File: src/rtl/text_console_writer_pkg.sv
// Shared constants, state encoding and cell packing for the text console writer.
package text_console_pkg;

  localparam int unsigned COLS_DEF   = 80;
  localparam int unsigned ROWS_DEF   = 30;
  localparam int unsigned ADDR_W_DEF = 12;
  localparam logic [5:0]  ATTR_DEF   = 6'b000_111;

  localparam logic [7:0] CH_BS        = 8'h08;
  localparam logic [7:0] CH_LF        = 8'h0A;
  localparam logic [7:0] CH_FF        = 8'h0C;
  localparam logic [7:0] CH_CR        = 8'h0D;
  localparam logic [7:0] CH_SPACE     = 8'h20;
  localparam logic [7:0] CH_PRINT_MAX = 8'h7E;

  typedef enum logic [1:0] {
    IDLE,
    CLR_ROW,
    CLR_ALL
  } state_t;

  // RAM cell: {18'b0, bg[2:0], fg[2:0], char[7:0]}
  function automatic logic [31:0] pack_cell(input logic [5:0] attr, input logic [7:0] ch);
    return {18'b0, attr, ch};
  endfunction

endpackage

File: src/rtl/text_console_writer_if.sv
// Byte-stream handshake plus character RAM write port.
//   master: byte source / RAM observer   slave: the writer block
//   char_in, attr_in, char_valid  -> writer
//   char_ready, data_b, addr_b, we_b <- writer
interface text_console_writer_if #(
  parameter int unsigned ADDR_W = 12
) ();
  logic [7:0]        char_in;
  logic [5:0]        attr_in;
  logic              char_valid;
  logic              char_ready;
  logic [31:0]       data_b;
  logic [ADDR_W-1:0] addr_b;
  logic              we_b;

  modport master (
    output char_in, attr_in, char_valid,
    input  char_ready, data_b, addr_b, we_b
  );

  modport slave (
    input  char_in, attr_in, char_valid,
    output char_ready, data_b, addr_b, we_b
  );
endinterface

File: src/rtl/text_console_writer.sv
// Text console writer: consumes ASCII bytes, tracks a cursor, writes packed
// cells to the character RAM and runs row / full-screen clears.
//   clk, rst (async active-low)
//   bus        : byte handshake in, RAM write port out (slave modport)
//   cursor_col : current column 0..COLS-1
//   cursor_row : current row 0..ROWS-1
//   busy       : a clear is in progress
module text_console_writer
  import text_console_pkg::*;
#(
  parameter int unsigned COLS         = COLS_DEF,
  parameter int unsigned ROWS         = ROWS_DEF,
  parameter int unsigned ADDR_W       = ADDR_W_DEF,
  parameter logic [5:0]  DEFAULT_ATTR = ATTR_DEF
) (
  input  logic              clk,
  input  logic              rst,
  text_console_writer_if.slave bus,
  output logic [6:0]        cursor_col,
  output logic [4:0]        cursor_row,
  output logic              busy
);

  localparam int unsigned       CELLS    = ROWS * COLS;
  localparam logic [ADDR_W-1:0] COLS_A   = ADDR_W'(COLS);
  localparam logic [ADDR_W-1:0] ROW_LAST = ADDR_W'(COLS - 1);
  localparam logic [ADDR_W-1:0] ALL_LAST = ADDR_W'(CELLS - 1);
  localparam logic [6:0]        COL_LAST = 7'(COLS - 1);
  localparam logic [4:0]        ROW_MAX  = 5'(ROWS - 1);
  localparam logic [31:0]       FILL     = pack_cell(DEFAULT_ATTR, CH_SPACE);

  state_t            state, state_n;
  logic [6:0]        col_n;
  logic [4:0]        row_n;
  logic [ADDR_W-1:0] row_base, base_n;
  logic [ADDR_W-1:0] clr_cnt, cnt_n;
  logic [ADDR_W-1:0] addr_n;
  logic [31:0]       data_n;
  logic              we_n;
  logic              is_print;
  logic [4:0]        row_adv;
  logic [ADDR_W-1:0] base_adv;

  assign is_print = (bus.char_in >= CH_SPACE) && (bus.char_in <= CH_PRINT_MAX);

  // Next row with wrap; row_base tracks row*COLS by addition only.
  assign row_adv  = (cursor_row == ROW_MAX) ? 5'd0 : cursor_row + 5'd1;
  assign base_adv = (cursor_row == ROW_MAX) ? '0 : row_base + COLS_A;

  // State register and registered outputs.
  always_ff @(posedge clk or negedge rst) begin
    if (!rst) begin
      state          <= IDLE;
      cursor_col     <= '0;
      cursor_row     <= '0;
      row_base       <= '0;
      clr_cnt        <= '0;
      bus.we_b       <= 1'b0;
      bus.addr_b     <= '0;
      bus.data_b     <= '0;
      bus.char_ready <= 1'b1;
      busy           <= 1'b0;
    end else begin
      state          <= state_n;
      cursor_col     <= col_n;
      cursor_row     <= row_n;
      row_base       <= base_n;
      clr_cnt        <= cnt_n;
      bus.we_b       <= we_n;
      bus.addr_b     <= addr_n;
      bus.data_b     <= data_n;
      bus.char_ready <= (state_n == IDLE);
      busy           <= (state_n != IDLE);
    end
  end

  // Next-state, cursor and write-port decode.
  always_comb begin
    state_n = state;
    col_n   = cursor_col;
    row_n   = cursor_row;
    base_n  = row_base;
    cnt_n   = clr_cnt;
    we_n    = 1'b0;
    addr_n  = bus.addr_b;
    data_n  = bus.data_b;

    unique case (state)
      IDLE: begin
        // char_ready mirrors IDLE, so char_valid here is an accepted transfer.
        if (bus.char_valid) begin
          if (is_print) begin
            we_n   = 1'b1;
            addr_n = row_base + ADDR_W'(cursor_col);
            data_n = pack_cell(bus.attr_in, bus.char_in);
            if (cursor_col == COL_LAST) begin
              col_n   = '0;
              row_n   = row_adv;
              base_n  = base_adv;
              cnt_n   = '0;
              state_n = CLR_ROW;
            end else begin
              col_n = cursor_col + 7'd1;
            end
          end else begin
            case (bus.char_in)
              CH_LF: begin
                col_n   = '0;
                row_n   = row_adv;
                base_n  = base_adv;
                cnt_n   = '0;
                state_n = CLR_ROW;
              end
              CH_CR: col_n = '0;
              CH_BS: if (cursor_col != 7'd0) col_n = cursor_col - 7'd1;
              CH_FF: begin
                cnt_n   = '0;
                state_n = CLR_ALL;
              end
              default: ;
            endcase
          end
        end
      end

      // row_base already points at the new row.
      CLR_ROW: begin
        we_n   = 1'b1;
        addr_n = row_base + clr_cnt;
        data_n = FILL;
        cnt_n  = clr_cnt + 1'b1;
        if (clr_cnt == ROW_LAST) state_n = IDLE;
      end

      CLR_ALL: begin
        we_n   = 1'b1;
        addr_n = clr_cnt;
        data_n = FILL;
        cnt_n  = clr_cnt + 1'b1;
        if (clr_cnt == ALL_LAST) begin
          col_n   = '0;
          row_n   = '0;
          base_n  = '0;
          state_n = IDLE;
        end
      end

      default: state_n = IDLE;
    endcase
  end

endmodule

File: src/flat_wrapper.sv
// flat-port wrapper written by rule: the top's interface ports become plain ports
module text_console_writer_flat import text_console_pkg::*;
#(
  parameter int unsigned COLS         = COLS_DEF,
  parameter int unsigned ROWS         = ROWS_DEF,
  parameter int unsigned ADDR_W       = ADDR_W_DEF,
  parameter logic [5:0]  DEFAULT_ATTR = ATTR_DEF
)
  (clk, rst, cursor_col, cursor_row, busy, bus_char_in, bus_attr_in, bus_char_valid, bus_char_ready, bus_data_b, bus_addr_b, bus_we_b);
  text_console_writer_if #(.ADDR_W(ADDR_W)) bus_i ();
  input  logic clk;
  input  logic rst;
  output logic [6:0] cursor_col;
  output logic [4:0] cursor_row;
  output logic busy;
  input wire logic [$bits(bus_i.char_in)-1:0] bus_char_in;
  input wire logic [$bits(bus_i.attr_in)-1:0] bus_attr_in;
  input wire logic [$bits(bus_i.char_valid)-1:0] bus_char_valid;
  output wire logic [$bits(bus_i.char_ready)-1:0] bus_char_ready;
  output wire logic [$bits(bus_i.data_b)-1:0] bus_data_b;
  output wire logic [$bits(bus_i.addr_b)-1:0] bus_addr_b;
  output wire logic [$bits(bus_i.we_b)-1:0] bus_we_b;
  assign bus_i.char_in = bus_char_in;
  assign bus_i.attr_in = bus_attr_in;
  assign bus_i.char_valid = bus_char_valid;
  assign bus_char_ready = bus_i.char_ready;
  assign bus_data_b = bus_i.data_b;
  assign bus_addr_b = bus_i.addr_b;
  assign bus_we_b = bus_i.we_b;
  text_console_writer #(.COLS(COLS), .ROWS(ROWS), .ADDR_W(ADDR_W), .DEFAULT_ATTR(DEFAULT_ATTR)) u_core (.clk(clk), .rst(rst), .bus(bus_i), .cursor_col(cursor_col), .cursor_row(cursor_row), .busy(busy));
endmodule
File: config.mk
export PLATFORM = sky130hd
export DESIGN_NAME = text_console_writer_flat
export DESIGN_NICKNAME = d
export VERILOG_FILES = /design/src/rtl/text_console_writer_pkg.sv /design/src/rtl/text_console_writer_if.sv /design/src/rtl/text_console_writer.sv /design/src/flat_wrapper.sv
export SDC_FILE = /design/constraint.sdc
export NUM_CORES = 1
export LEC_CHECK = 0
export ABC_AREA = 1
export BUFFER_PORTS_ARGS = -buffer_cell sky130_fd_sc_hd__buf_2
export CAP_MARGIN = 20
export CORE_ASPECT_RATIO = 1.5
export CORE_MARGIN = 5
export CORE_UTILIZATION = 50
export CTS_BUF_LIST = sky130_fd_sc_hd__clkbuf_2 sky130_fd_sc_hd__clkbuf_4 sky130_fd_sc_hd__clkbuf_8
export DETAILED_ROUTE_END_ITERATION = 8
export PLACE_DENSITY = 0.72
export SETUP_SLACK_MARGIN = 0.02
export SLEW_MARGIN = 20
export SYNTH_ARGS = -nofsm -noshare
export SYNTH_HDL_FRONTEND = slang
export SYNTH_SLANG_ARGS = --single-unit
File: constraint.sdc
create_clock -name clk -period 2.75 [get_ports clk]
set_input_delay 0.4125 -clock clk [delete_from_list [all_inputs] [get_ports clk]]
set_output_delay 0.4125 -clock clk [all_outputs]
set_load 0.005 [all_outputs]
==> flow_summary.json <==
{
  "status": "finished clean",
  "setup.worst_path.start": "u_core.state[1]",
  "power_uw": 4260,
  "drive_gt1_frac": 0.182,
  "grt_overflow_total": 0,
  "endpoint_kind": "flip-flop",
  "syn_area_um2": 4500,
  "grt_usage": 0.205,
  "path_buf_inv": 1,
  "first_pass_iters": 5,
  "final_max_slew_viol_count": 0,
  "hold_viol": 0,
  "place_congestion": 0.898,
  "path_cells": "inv_1 -> ha_1 -> o21ai_0 -> ha_1 -> nand3_1 -> nand3_1 -> nand4_1 -> nand2_1 -> or2_2 -> nand3_1 -> nand2_1 -> nand2_1",
  "yosys-top-cells-area": "dfrtp_1 (34%), nand2_1 (14%), ha_1 (6.1%), inv_1 (5.0%), nor2_1 (4.8%)",
  "period_share": 0.883,
  "path_delay_family": "simple AND/OR/NAND/NOR gates",
  "io_pins": 76,
  "avgRoutedWirePerCell_um": 13.9,
  "layout_min_cycle_time_ns": 2.43,
  "cts_root_buf": "clkbuf_8",
  "num_rows": 42,
  "leakagePower_uw": 0.00260,
  "grt_pass1_vias": 3801,
  "n_antenna_cell": 0,
  "tightest_slew_ns": 0.789,
  "r2r_slack_ns": 0.32,
  "min_path_type": "in2async",
  "rsz0062_at_grt": "false",
  "initial_core_util": 0.510,
  "maxCapViolations": 0,
  "clkLatencyLatePin_ns": 0.35,
  "holdBufCountCts": 0,
  "die_x_um": 87.5,
  "clock.fmax_ghz": 0.412,
  "final_util": 0.568,
  "antenna_left": 0,
  "cts_setup_buffers": 0,
  "power.switching_uw": 1930,
  "slowest_stage": "dfrtp_1",
  "cts_max_path_buffers": 2,
  "cts_tree": "built",
  "io_buffers": 57,
  "drc": 0,
  "combinationalPowerShare": 0.474,
  "pwr-share-seq": 0.349,
  "grt_pass1_wl_um": 18100,
  "drt_iter0_markers": 285,
  "ys_seq_elements": 63,
  "clkTransAtPathRegs_ns": 0.08,
  "synth-async-reset-ratio": 1.00,
  "via_per_inst": 5.18,
  "synth_top_area_frac": 0.345,
  "wirelength_um": 11000,
  "grt_antenna_before_repair": 0,
  "crit_arrival_ns": 2.72,
  "die_area_um2": 11000,
  "clkPwrFrac": 0.177,
  "fp.dieH_um": 126,
  "crit_type": "reg2reg",
  "dp_hpwl_um": 8550,
  "ys_warn_count": 0,
  "syn_avg_cell_area_um2": 7.26,
  "synth_area_leader_cell": "dfrtp_1",
  "ctsResizeCount": 0,
  "finalSetupViolCount": 0,
  "synth_ff_type": "dfrtp_1",
  "sw_frac_of_total": 0.454,
  "skew_ns": 0.00891,
  "cp_slowest_stage_delay_ns": 0.48,
  "nNetsFinal": 720,
  "synth_cells": 620,
  "fillers": 846,
  "area_growth_pct": 11.5,
  "clock_sinks": 63,
  "slew_headroom": 0.474,
  "synth_edf_count": 0,
  "ys_seq_area_frac": 0.350,
  "r2r_start": "u_core.state[1]",
  "ir_worst_vdd_mv": 0.442,
  "numCtsBuffers": 9,
  "fin_tns_setup_ns": 0,
  "grt_max_degree": 37,
  "core_area_um2": 8830,
  "htreeDepth": 3,
  "vias": 4127,
  "critPathLaunchType": "flip-flop",
  "cp_max_fo": 10,
  "intPower_uw": 2330,
  "required_ns": 3.04,
  "ys_types": 43,
  "cellPowerDensity_nw_per_um2": 850
}
-- metrics by stage --
step	instances	cell area, um2	worst slack [ns]	hold WS [ns]
after floorplan	638	4570	0.312	0.117
after global placement	780	4830	0.475	0.466
after detailed placement	780	4830	0.348	0.469
after CTS	796	5020	0.338	0.166
after global routing	796	5020	0.0999	0.209
final	796	5020	0.322	0.138
-- sequential cells by signal, summed over array words and instances, names as in the netlist --
signal	cells
u_core.bus.we_b	1
u_core.cursor_col	7
u_core.row_base	8
u_core.state	2
u_core.clr_cnt	12
u_core.bus.data_b	14
u_core.bus.addr_b	12
u_core.busy	1
u_core.bus.char_ready	1
u_core.cursor_row	5
-- worst register-to-register path, stage by stage, from the launching register on --
cell	delay, ns
dfrtp_1	0.48
inv_1	0.12
ha_1	0.32
o21ai_0	0.31
ha_1	0.31
nand3_1	0.09
nand3_1	0.13
nand4_1	0.10
nand2_1	0.07
or2_2	0.27
nand3_1	0.06
nand2_1	0.06
nand2_1	0.05
-- layout make-up --
cell class	count	area [um2]	area share
clock buffers	10	138	0.0274
clock inverters	6	45.0	0.00898
inverters	65	246	0.0491
multi-input cells	476	2520	0.502
flip-flops and latches	63	1580	0.314
well taps	110	138	0.0274
repair buffers	66	353	0.0703
-- power by group through the flow --
stage / Sequential, uW / Combinational [uW] / Clock (uW)
finish: 1490 / 2020 / 753
global route: 1530 / 2280 / 831
CTS: 1490 / 2040 / 779
detailed placement: 1500 / 2040 / 0
global placement: 1490 / 2000 / 0
floorplan: 1460 / 1440 / 0
-- layout by cell type (no fill, tap or decap), types with 2 or more instances in the layout --
cell type / count
nand2_1: 169
dfrtp_1: 62
inv_1: 60
nor2_1: 58
buf_2: 57
o21ai_0: 41
nand3_1: 41
ha_1: 22
a21oi_1: 19
conb_1: 19
xor2_1: 17
nor3_1: 11
o21ai_2: 10
clkbuf_8: 10
buf_4: 9
nand4_1: 8
nand2_2: 7
o21ai_1: 6
nor2_4: 5
nand3_2: 5
nor2_2: 5
xnor2_1: 5
inv_2: 4
a22o_1: 4
nor3b_1: 3
o22a_1: 3
a31oi_1: 3
clkinv_4: 3
nand2_4: 2
or2_2: 2
o21bai_1: 2
clkinv_2: 2
-- cells by family (layout without fill, tap and decap cells) --
| family | Yosys count | in the layout | share of synthesized area |
|---|---|---|---|
| simple gates | 319 | 319 | 0.316 |
| flops | 63 | 63 | 0.350 |
| compound gates | 94 | 94 | 0.124 |
| other cells | 1 | 19 | 0.000833 |
| xor+xnor | 22 | 22 | 0.0428 |
| buf+inv | 99 | 147 | 0.105 |
| fa+ha+maj | 22 | 22 | 0.0611 |
-- final timing paths --
| kind | cells after the start | end |
|---|---|---|
| min in group clk | 2 | u_core.bus.data_b[9] |
| max reg2reg | 12 | u_core.bus.addr_b[11] |
| min reg2reg | 2 | u_core.bus.data_b[6] |
| max | 12 | u_core.bus.addr_b[11] |
| max in group asynchronous | 2 | u_core.bus.char_ready |
| min | 1 | u_core.bus.data_b[0] |
-- Yosys cell counts (2+ instances only) --
cell type	instances
inv_2	4
a21oi_1	19
nand3_1	41
inv_1	60
nor2_1	58
a22o_1	4
o22a_1	3
o21ai_0	41
or2_2	2
nor3b_1	3
nand2_1	169
buf_4	21
nor3_1	11
a31oi_1	3
o21bai_1	2
dfrtp_1	62
nand2_4	2
nand3_2	5
clkbuf_1	8
buf_2	2
o21ai_1	6
xor2_1	17
xnor2_1	5
o21ai_2	10
nor2_4	5
nand4_1	8
ha_1	22
nand2_2	7
buf_6	2
nor2_2	5
-- routing by layer --
layer  share of wire  GRT usage  vias to the layer above  routed length [um]
met1            0.41      0.246                     1896                4510
met3           0.053     0.0366                       23                 588
met5               0          0                        -                   0
met4           0.029     0.0876                        0                 316
met2            0.51      0.352                      121                5620
li1                -          -                     2087                   -
Power figures use the tool's default switching activity.
